===== config.mk =====
export PLATFORM = sky130hd
export DESIGN_NAME = vga_timing_pattern_gen
export DESIGN_NICKNAME = d
export VERILOG_FILES = /design/src/rtl/vga_pkg.sv /design/src/rtl/vga_pattern_gen.sv /design/src/rtl/vga_timing_pattern_gen.sv
export SDC_FILE = /design/constraint.sdc
export NUM_CORES = 1
export LEC_CHECK = 0
export ABC_AREA = 0
export ABC_CLOCK_PERIOD_IN_PS = 3500
export CORE_ASPECT_RATIO = 1.2
export CORE_MARGIN = 5
export CORE_UTILIZATION = 52
export DETAILED_ROUTE_END_ITERATION = 16
export HOLD_SLACK_MARGIN = 0.1
export PLACE_DENSITY_LB_ADDON = 0.15
export SLEW_MARGIN = 5
export SYNTH_ARGS = -nofsm -noshare
export SYNTH_HDL_FRONTEND = slang
export SYNTH_SLANG_ARGS = --single-unit

===== constraint.sdc =====
create_clock -name vga_clk -period 3.5 [get_ports vga_clk]
set_input_delay 0.7 -clock vga_clk [delete_from_list [all_inputs] [get_ports vga_clk]]
set_output_delay 0.7 -clock vga_clk [all_outputs]
set_load 0.1 [all_outputs]

===== src/rtl/vga_pkg.sv =====
// Shared encodings and default timing for the VGA timing / test-pattern generator.
// Defaults describe 640x480@60 with a 25 MHz pixel rate.
package vga_pkg;

    typedef enum logic [1:0] {
        MODE_SOLID = 2'd0,
        MODE_BARS  = 2'd1,
        MODE_GRID  = 2'd2,
        MODE_CHECK = 2'd3
    } vga_mode_e;

    localparam int VGA_H_ACTIVE = 640;
    localparam int VGA_H_FP     = 16;
    localparam int VGA_H_SYNC   = 96;
    localparam int VGA_H_BP     = 48;
    localparam int VGA_V_ACTIVE = 480;
    localparam int VGA_V_FP     = 10;
    localparam int VGA_V_SYNC   = 2;
    localparam int VGA_V_BP     = 33;

    // Colour-bar table, one bit per channel {R,G,B}, left to right.
    function automatic logic [2:0] bar_colour(input logic [2:0] idx);
        logic [2:0] c;
        case (idx)
            3'd0:    c = 3'b111;
            3'd1:    c = 3'b110;
            3'd2:    c = 3'b011;
            3'd3:    c = 3'b010;
            3'd4:    c = 3'b101;
            3'd5:    c = 3'b100;
            3'd6:    c = 3'b001;
            default: c = 3'b000;
        endcase
        return c;
    endfunction

endpackage


===== src/rtl/vga_pattern_gen.sv =====
// Test-pattern colour generator. Output is combinational for the current counter
// position; the parent registers it alongside the sync signals.
module vga_pattern_gen
    import vga_pkg::*;
#(
    parameter int XW       = 10,
    parameter int YW       = 10,
    parameter int H_ACTIVE = VGA_H_ACTIVE,
    parameter int V_ACTIVE = VGA_V_ACTIVE,
    parameter int CW       = 8
) (
    input  logic              clk,
    input  logic              reset,
    input  logic              tick,
    input  logic              line_start,
    input  logic [XW-1:0]     x,
    input  logic [YW-1:0]     y,
    input  logic [1:0]        mode,
    input  logic [3*CW-1:0]   solid_rgb,
    output logic [3*CW-1:0]   rgb
);

    localparam int BAR_W = (H_ACTIVE / 8 > 0) ? H_ACTIVE / 8 : 1;
    localparam int BW    = $clog2(BAR_W + 1);

    logic [BW-1:0] bar_cnt_q, bar_cnt;
    logic [2:0]    bar_idx_q, bar_idx;
    logic [2:0]    bar_c;
    logic [31:0]   xe, ye;

    // At h==0 the bar position restarts regardless of what the registers hold.
    always_comb begin
        bar_cnt = line_start ? '0 : bar_cnt_q;
        bar_idx = line_start ? '0 : bar_idx_q;
    end

    always_ff @(posedge clk or posedge reset) begin
        if (reset) begin
            bar_cnt_q <= '0;
            bar_idx_q <= '0;
        end else if (tick) begin
            if (bar_cnt == BW'(BAR_W - 1)) begin
                bar_cnt_q <= '0;
                bar_idx_q <= (bar_idx == 3'd7) ? 3'd7 : bar_idx + 3'd1;
            end else begin
                bar_cnt_q <= bar_cnt + BW'(1);
                bar_idx_q <= bar_idx;
            end
        end
    end

    always_comb begin
        xe    = 32'(x);
        ye    = 32'(y);
        bar_c = bar_colour(bar_idx);
        rgb   = '0;
        case (mode)
            MODE_SOLID: rgb = solid_rgb;
            MODE_BARS:  rgb = {{CW{bar_c[2]}}, {CW{bar_c[1]}}, {CW{bar_c[0]}}};
            MODE_GRID:  rgb = (xe[4:0] == 5'd0 || ye[4:0] == 5'd0 ||
                               xe == 32'(H_ACTIVE - 1) || ye == 32'(V_ACTIVE - 1))
                              ? {3*CW{1'b1}} : '0;
            default:    rgb = (xe[5] ^ ye[5]) ? {3*CW{1'b1}} : solid_rgb;
        endcase
    end

endmodule


===== src/rtl/vga_timing_pattern_gen.sv =====
// Parametrised VGA sync generator with pixel-rate prescaler and built-in test patterns.
// All outputs come from one registered stage updated on each pixel tick.
module vga_timing_pattern_gen
    import vga_pkg::*;
#(
    parameter int H_ACTIVE = VGA_H_ACTIVE,
    parameter int H_FP     = VGA_H_FP,
    parameter int H_SYNC   = VGA_H_SYNC,
    parameter int H_BP     = VGA_H_BP,
    parameter int V_ACTIVE = VGA_V_ACTIVE,
    parameter int V_FP     = VGA_V_FP,
    parameter int V_SYNC   = VGA_V_SYNC,
    parameter int V_BP     = VGA_V_BP,
    parameter int HS_POL   = 0,
    parameter int VS_POL   = 0,
    parameter int CLK_DIV  = 1,
    parameter int CW       = 8,
    localparam int H_TOTAL = H_ACTIVE + H_FP + H_SYNC + H_BP,
    localparam int V_TOTAL = V_ACTIVE + V_FP + V_SYNC + V_BP,
    localparam int XW      = $clog2(H_TOTAL),
    localparam int YW      = $clog2(V_TOTAL)
) (
    input  logic              vga_clk,
    input  logic              reset,
    input  logic              enable,
    input  logic [1:0]        mode,
    input  logic [3*CW-1:0]   solid_rgb,
    output logic              pix_tick,
    output logic              hs,
    output logic              vs,
    output logic              blank_n,
    output logic [XW-1:0]     x,
    output logic [YW-1:0]     y,
    output logic              line_start,
    output logic              frame_start,
    output logic [CW-1:0]     vga_r,
    output logic [CW-1:0]     vga_g,
    output logic [CW-1:0]     vga_b
);

    localparam int   DW    = (CLK_DIV > 1) ? $clog2(CLK_DIV) : 1;
    localparam logic HS_ON = (HS_POL != 0);
    localparam logic VS_ON = (VS_POL != 0);

    logic [DW-1:0]     div_cnt;
    logic [XW-1:0]     h;
    logic [YW-1:0]     v;
    logic [1:0]        mode_q, eff_mode;
    logic              tick, at_line, at_frame, hs_d, vs_d, blank_d;
    logic [3*CW-1:0]   rgb_d;

    always_comb begin
        tick     = enable && (div_cnt == DW'(CLK_DIV - 1));
        at_line  = (h == '0);
        at_frame = at_line && (v == '0);
        hs_d     = (h >= XW'(H_ACTIVE + H_FP) && h < XW'(H_ACTIVE + H_FP + H_SYNC))
                   ? HS_ON : ~HS_ON;
        vs_d     = (v >= YW'(V_ACTIVE + V_FP) && v < YW'(V_ACTIVE + V_FP + V_SYNC))
                   ? VS_ON : ~VS_ON;
        blank_d  = (h < XW'(H_ACTIVE)) && (v < YW'(V_ACTIVE));
        // The frame's first pixel already uses the newly sampled mode.
        eff_mode = at_frame ? mode : mode_q;
    end

    always_ff @(posedge vga_clk or posedge reset) begin
        if (reset) begin
            div_cnt <= '0;
            h       <= '0;
            v       <= '0;
            mode_q  <= '0;
        end else if (!enable) begin
            div_cnt <= '0;
            h       <= '0;
            v       <= '0;
            mode_q  <= '0;
        end else if (tick) begin
            div_cnt <= '0;
            if (at_frame) mode_q <= mode;
            if (h == XW'(H_TOTAL - 1)) begin
                h <= '0;
                v <= (v == YW'(V_TOTAL - 1)) ? '0 : v + YW'(1);
            end else begin
                h <= h + XW'(1);
            end
        end else begin
            div_cnt <= div_cnt + DW'(1);
        end
    end

    vga_pattern_gen #(
        .XW(XW), .YW(YW), .H_ACTIVE(H_ACTIVE), .V_ACTIVE(V_ACTIVE), .CW(CW)
    ) u_pattern (
        .clk(vga_clk), .reset(reset), .tick(tick), .line_start(at_line),
        .x(h), .y(v), .mode(eff_mode), .solid_rgb(solid_rgb), .rgb(rgb_d)
    );

    always_ff @(posedge vga_clk or posedge reset) begin
        if (reset) begin
            {pix_tick, blank_n, line_start, frame_start} <= '0;
            hs <= ~HS_ON;
            vs <= ~VS_ON;
            x  <= '0;
            y  <= '0;
            {vga_r, vga_g, vga_b} <= '0;
        end else if (!enable) begin
            {pix_tick, blank_n, line_start, frame_start} <= '0;
            hs <= ~HS_ON;
            vs <= ~VS_ON;
            x  <= '0;
            y  <= '0;
            {vga_r, vga_g, vga_b} <= '0;
        end else if (tick) begin
            pix_tick    <= 1'b1;
            line_start  <= at_line;
            frame_start <= at_frame;
            hs          <= hs_d;
            vs          <= vs_d;
            blank_n     <= blank_d;
            x           <= h;
            y           <= v;
            {vga_r, vga_g, vga_b} <= blank_d ? rgb_d : '0;
        end else begin
            pix_tick    <= 1'b0;
            line_start  <= 1'b0;
            frame_start <= 1'b0;
        end
    end

endmodule


==> flow_summary_export.csv <==
group,metric,value,unit
run_status,status,"complete, no violations",
layout,syn_to_final_growth,23.4,%
power_and_ir_drop,max-vdd-ir-drop,0.000262,V
worst_setup_path,crit_path_max_fanout,11,
logic_synthesis,synth-async-reset-ratio,100,%
logic_synthesis,post-synth-top-area-fraction,47.8,%
power_and_ir_drop,powerDensity,496,nW/um^2
clock_network,post_cts_buffers,0,
worst_setup_path,rr_worst_depth,11,
floorplan,pin_count,79,
hold_path,hold_path_class,"flop to flop",
sta,relSlewSlack,33.4,%
clock_network,tritoncts,"done",
logic_synthesis,synth_top_cell_by_area,"dfrtp_1",
sta,hold_violations,0,
logic_synthesis,synth-seq-cells,83,
logic_synthesis,netlist_area,4240,sq um
logic_synthesis,synth_area_leaders,"dfrtp_1 (48%), a221o_1 (5.7%), mux2i_1 (5.7%)",
worst_setup_path,cp-startpoint,"h[0]$_DFFE_PP0P_",
layout,regArea,2080,sq um
run,drv_cap,0,
routing,drc,0,
logic_synthesis,synthCells,386,
worst_setup_path,cp_data_required_time,3760,ps
worst_setup_path,cp-end-kind,"flop",
routing,drt_first_pass_iters,4,
floorplan,rows,36,
sta,finalClockSkew,10.7,ps
worst_setup_path,ff2ff_setup_slack,570,ps
logic_synthesis,synth.yosys.seq_area_share,49.1,%
sta,min_period,2930,ps
logic_synthesis,syn-num-nets,422,
power_and_ir_drop,p_total,0.00260,W
clock_network,clk_latency,370,ps
logic_synthesis,synth_area_per_cell,11.0,sq um
clock_network,postCtsResizedCells,0,
routing,drtIter0Drc,201,
layout,utilization,64.9,%
clock_network,clock_path_buffers,2,
logic_synthesis,synth_warnings,0,
routing,avgRoutedWirePerCell,17.1,microns
worst_setup_path,rr_endpoint,"u_pattern.bar_idx_q[0]$_DFFE_PP0P_",
worst_setup_path,r2r_start,"h[0]$_DFFE_PP0P_",
sta,clock.fmax,0.341,GHz
worst_setup_path,arrival,3190,ps
clock_network,cts_buffers,9,
routing,viasPerCell,5.79,
sta,fin_crit_sh,83.8,%
placed_design,hpwl,6800,microns
logic_synthesis,synthDistinctLibCells,62,
placed_design,io_buffers,78,
clock_network,cts_hold_buf,0,
floorplan,core,8060,sq um
layout,fillers,634,
sta,rsz0062_at_grt,"false",
routing,wirelength,9570,microns
power_and_ir_drop,leakage,2.26,nW
grt,grt_pass1_wl,16600,microns
floorplan,start_util,52.6,%
sta,setup_tns,0,ps
layout,multiInputGateArea,1960,sq um
clock_network,clk_pin_slew,90,ps
logic_synthesis,synthFlopType,"dfrtp_1",
placed_design,gp_congestion,0.855,
sta,hold_slack,516,ps
clock_network,cts.sinks,83,
grt,antenna_found_initial,0,
sta,final-setup-viol-count,0,
routing,antenna_left,0,
worst_setup_path,criticalPathCategory,"flop to flop",
layout,fin_nets,495,
grt,grt_pass1_vias,3319,
sta,worst_pin_slew,996,ps
layout,drive_above_1_share,13.6,%
worst_setup_path,critPathLaunchType,"flop",
clock_network,cts_root_buffer,"clkbuf_8",
floorplan,die_area,10100,sq um
floorplan,fp.dieW,92.4,microns
grt,grt_overflow,0,
floorplan,die_height,109,microns
logic_synthesis,synth-edff-count,0,
clock_network,cts-htree-levels,3,
grt,grt_max_degree,40,
layout,n_antenna_cell,0,
routing,vias,3234,
worst_setup_path,crit_end,"u_pattern.bar_idx_q[0]$_DFFE_PP0P_",
sta,finalMaxSlewViolations,0,
grt,grt_usage,20.5,%
==> logic make-up after synthesis <==
family,count (synthesis),share of synthesized area [%]
simple gates,138,17.2
compound gates,91,19.5
flops,83,49.1
buf+inv,34,4.75
mux,24,5.67
xor+xnor,8,1.65
fa+ha+maj,7,2.07
other cells,1,0.0885
==> how the worst min path moves through the flow <==
stage / startpoint / endpoint / slack, ps / cells after the start
2_1_floorplan: u_pattern.bar_cnt_q[0]$_DFFE_PP0P_ / u_pattern.bar_cnt_q[0]$_DFFE_PP0P_ / 460 / 2
3_3_place_gp: blank_n$_DFFE_PP0P_ / blank_n$_DFFE_PP0P_ / 490 / 2
3_5_place_dp: blank_n$_DFFE_PP0P_ / blank_n$_DFFE_PP0P_ / 480 / 2
4_1_cts: blank_n$_DFFE_PP0P_ / blank_n$_DFFE_PP0P_ / 520 / 2
5_1_grt: blank_n$_DFFE_PP0P_ / blank_n$_DFFE_PP0P_ / 530 / 2
6_report: vga_g[5]$_DFFE_PP0P_ / vga_g[5]$_DFFE_PP0P_ / 520 / 1
==> report_power, final <==
part | leakage (nW) | total, W | switching [W] | internal, W
Combinational | 1.06 | 0.000795 | 0.000576 | 0.000218
Sequential | 1.11 | 0.00107 | 0.0000421 | 0.00102
Clock | 0.0978 | 0.000735 | 0.000366 | 0.000370
==> cell type report <==
cell class / count / area share [%]
clock inverter: 5 / 1.17
timing repair buffer: 85 / 15.7
inverter: 11 / 0.813
multi-input combinational: 269 / 37.4
sequential: 83 / 39.8
tap: 95 / 2.27
clock buffer: 11 / 2.89
==> critical path, stage by stage, from the launching register on <==
cell	delay, ps
dfrtp_1	430
inv_1	60
ha_1	200
or4b_4	220
nor3_4	70
and2b_2	260
ha_1	210
nand3_1	210
nor4_1	790
nand3_1	140
a21oi_1	180
nor2_1	60
==> registers in the layout, indices dropped and copies added (netlist names), 2 cells and up <==
name and flops:
mode_q 2, vga_g 8, y 10, h 10, u_pattern.bar_idx_q 3, vga_b 8, vga_r 8, v 10
u_pattern.bar_cnt_q 7, x 10
==> layer usage <==
layer,vias to the layer above,routed length (microns),GRT usage [%]
met2,94,4530,32.6
met5,-,0,0
met3,9,567,4.76
li1,1556,-,-
met1,1575,4360,27.7
met4,0,113,7.01
==> cells in the final DEF, fill, tap and decap left out, types with 10 or more instances in the layout <==
cell	instances
nor2_1	46
clkdlybuf4s50_1	73
a221o_1	24
a21oi_1	10
mux2i_1	24
dfrtp_1	81
clkbuf_8	11
buf_4	12
nand3_1	15
nand2_1	35
o21ai_0	17
==> synth_stat cells (5+ instances only) <==
master    count
dfrtp_1      81
nor2_1       46
nand2_1      35
a221o_1      24
mux2i_1      24
o21ai_0      17
nand3_1      15
clkbuf_1     12
a21oi_1      10
inv_1        10
and3_1        7
ha_1          7
o31ai_1       7
buf_6         5
o41ai_1       5
==> through the flow <==
step	instance area (sq um)	worst slack, ps	instances
after floorplan	4240	667	386
after global placement	5020	747	543
after detailed placement	5020	635	543
after CTS	5230	612	559
after global routing	5230	324	559
final	5230	567	559
(Power assumes the default switching activity.)
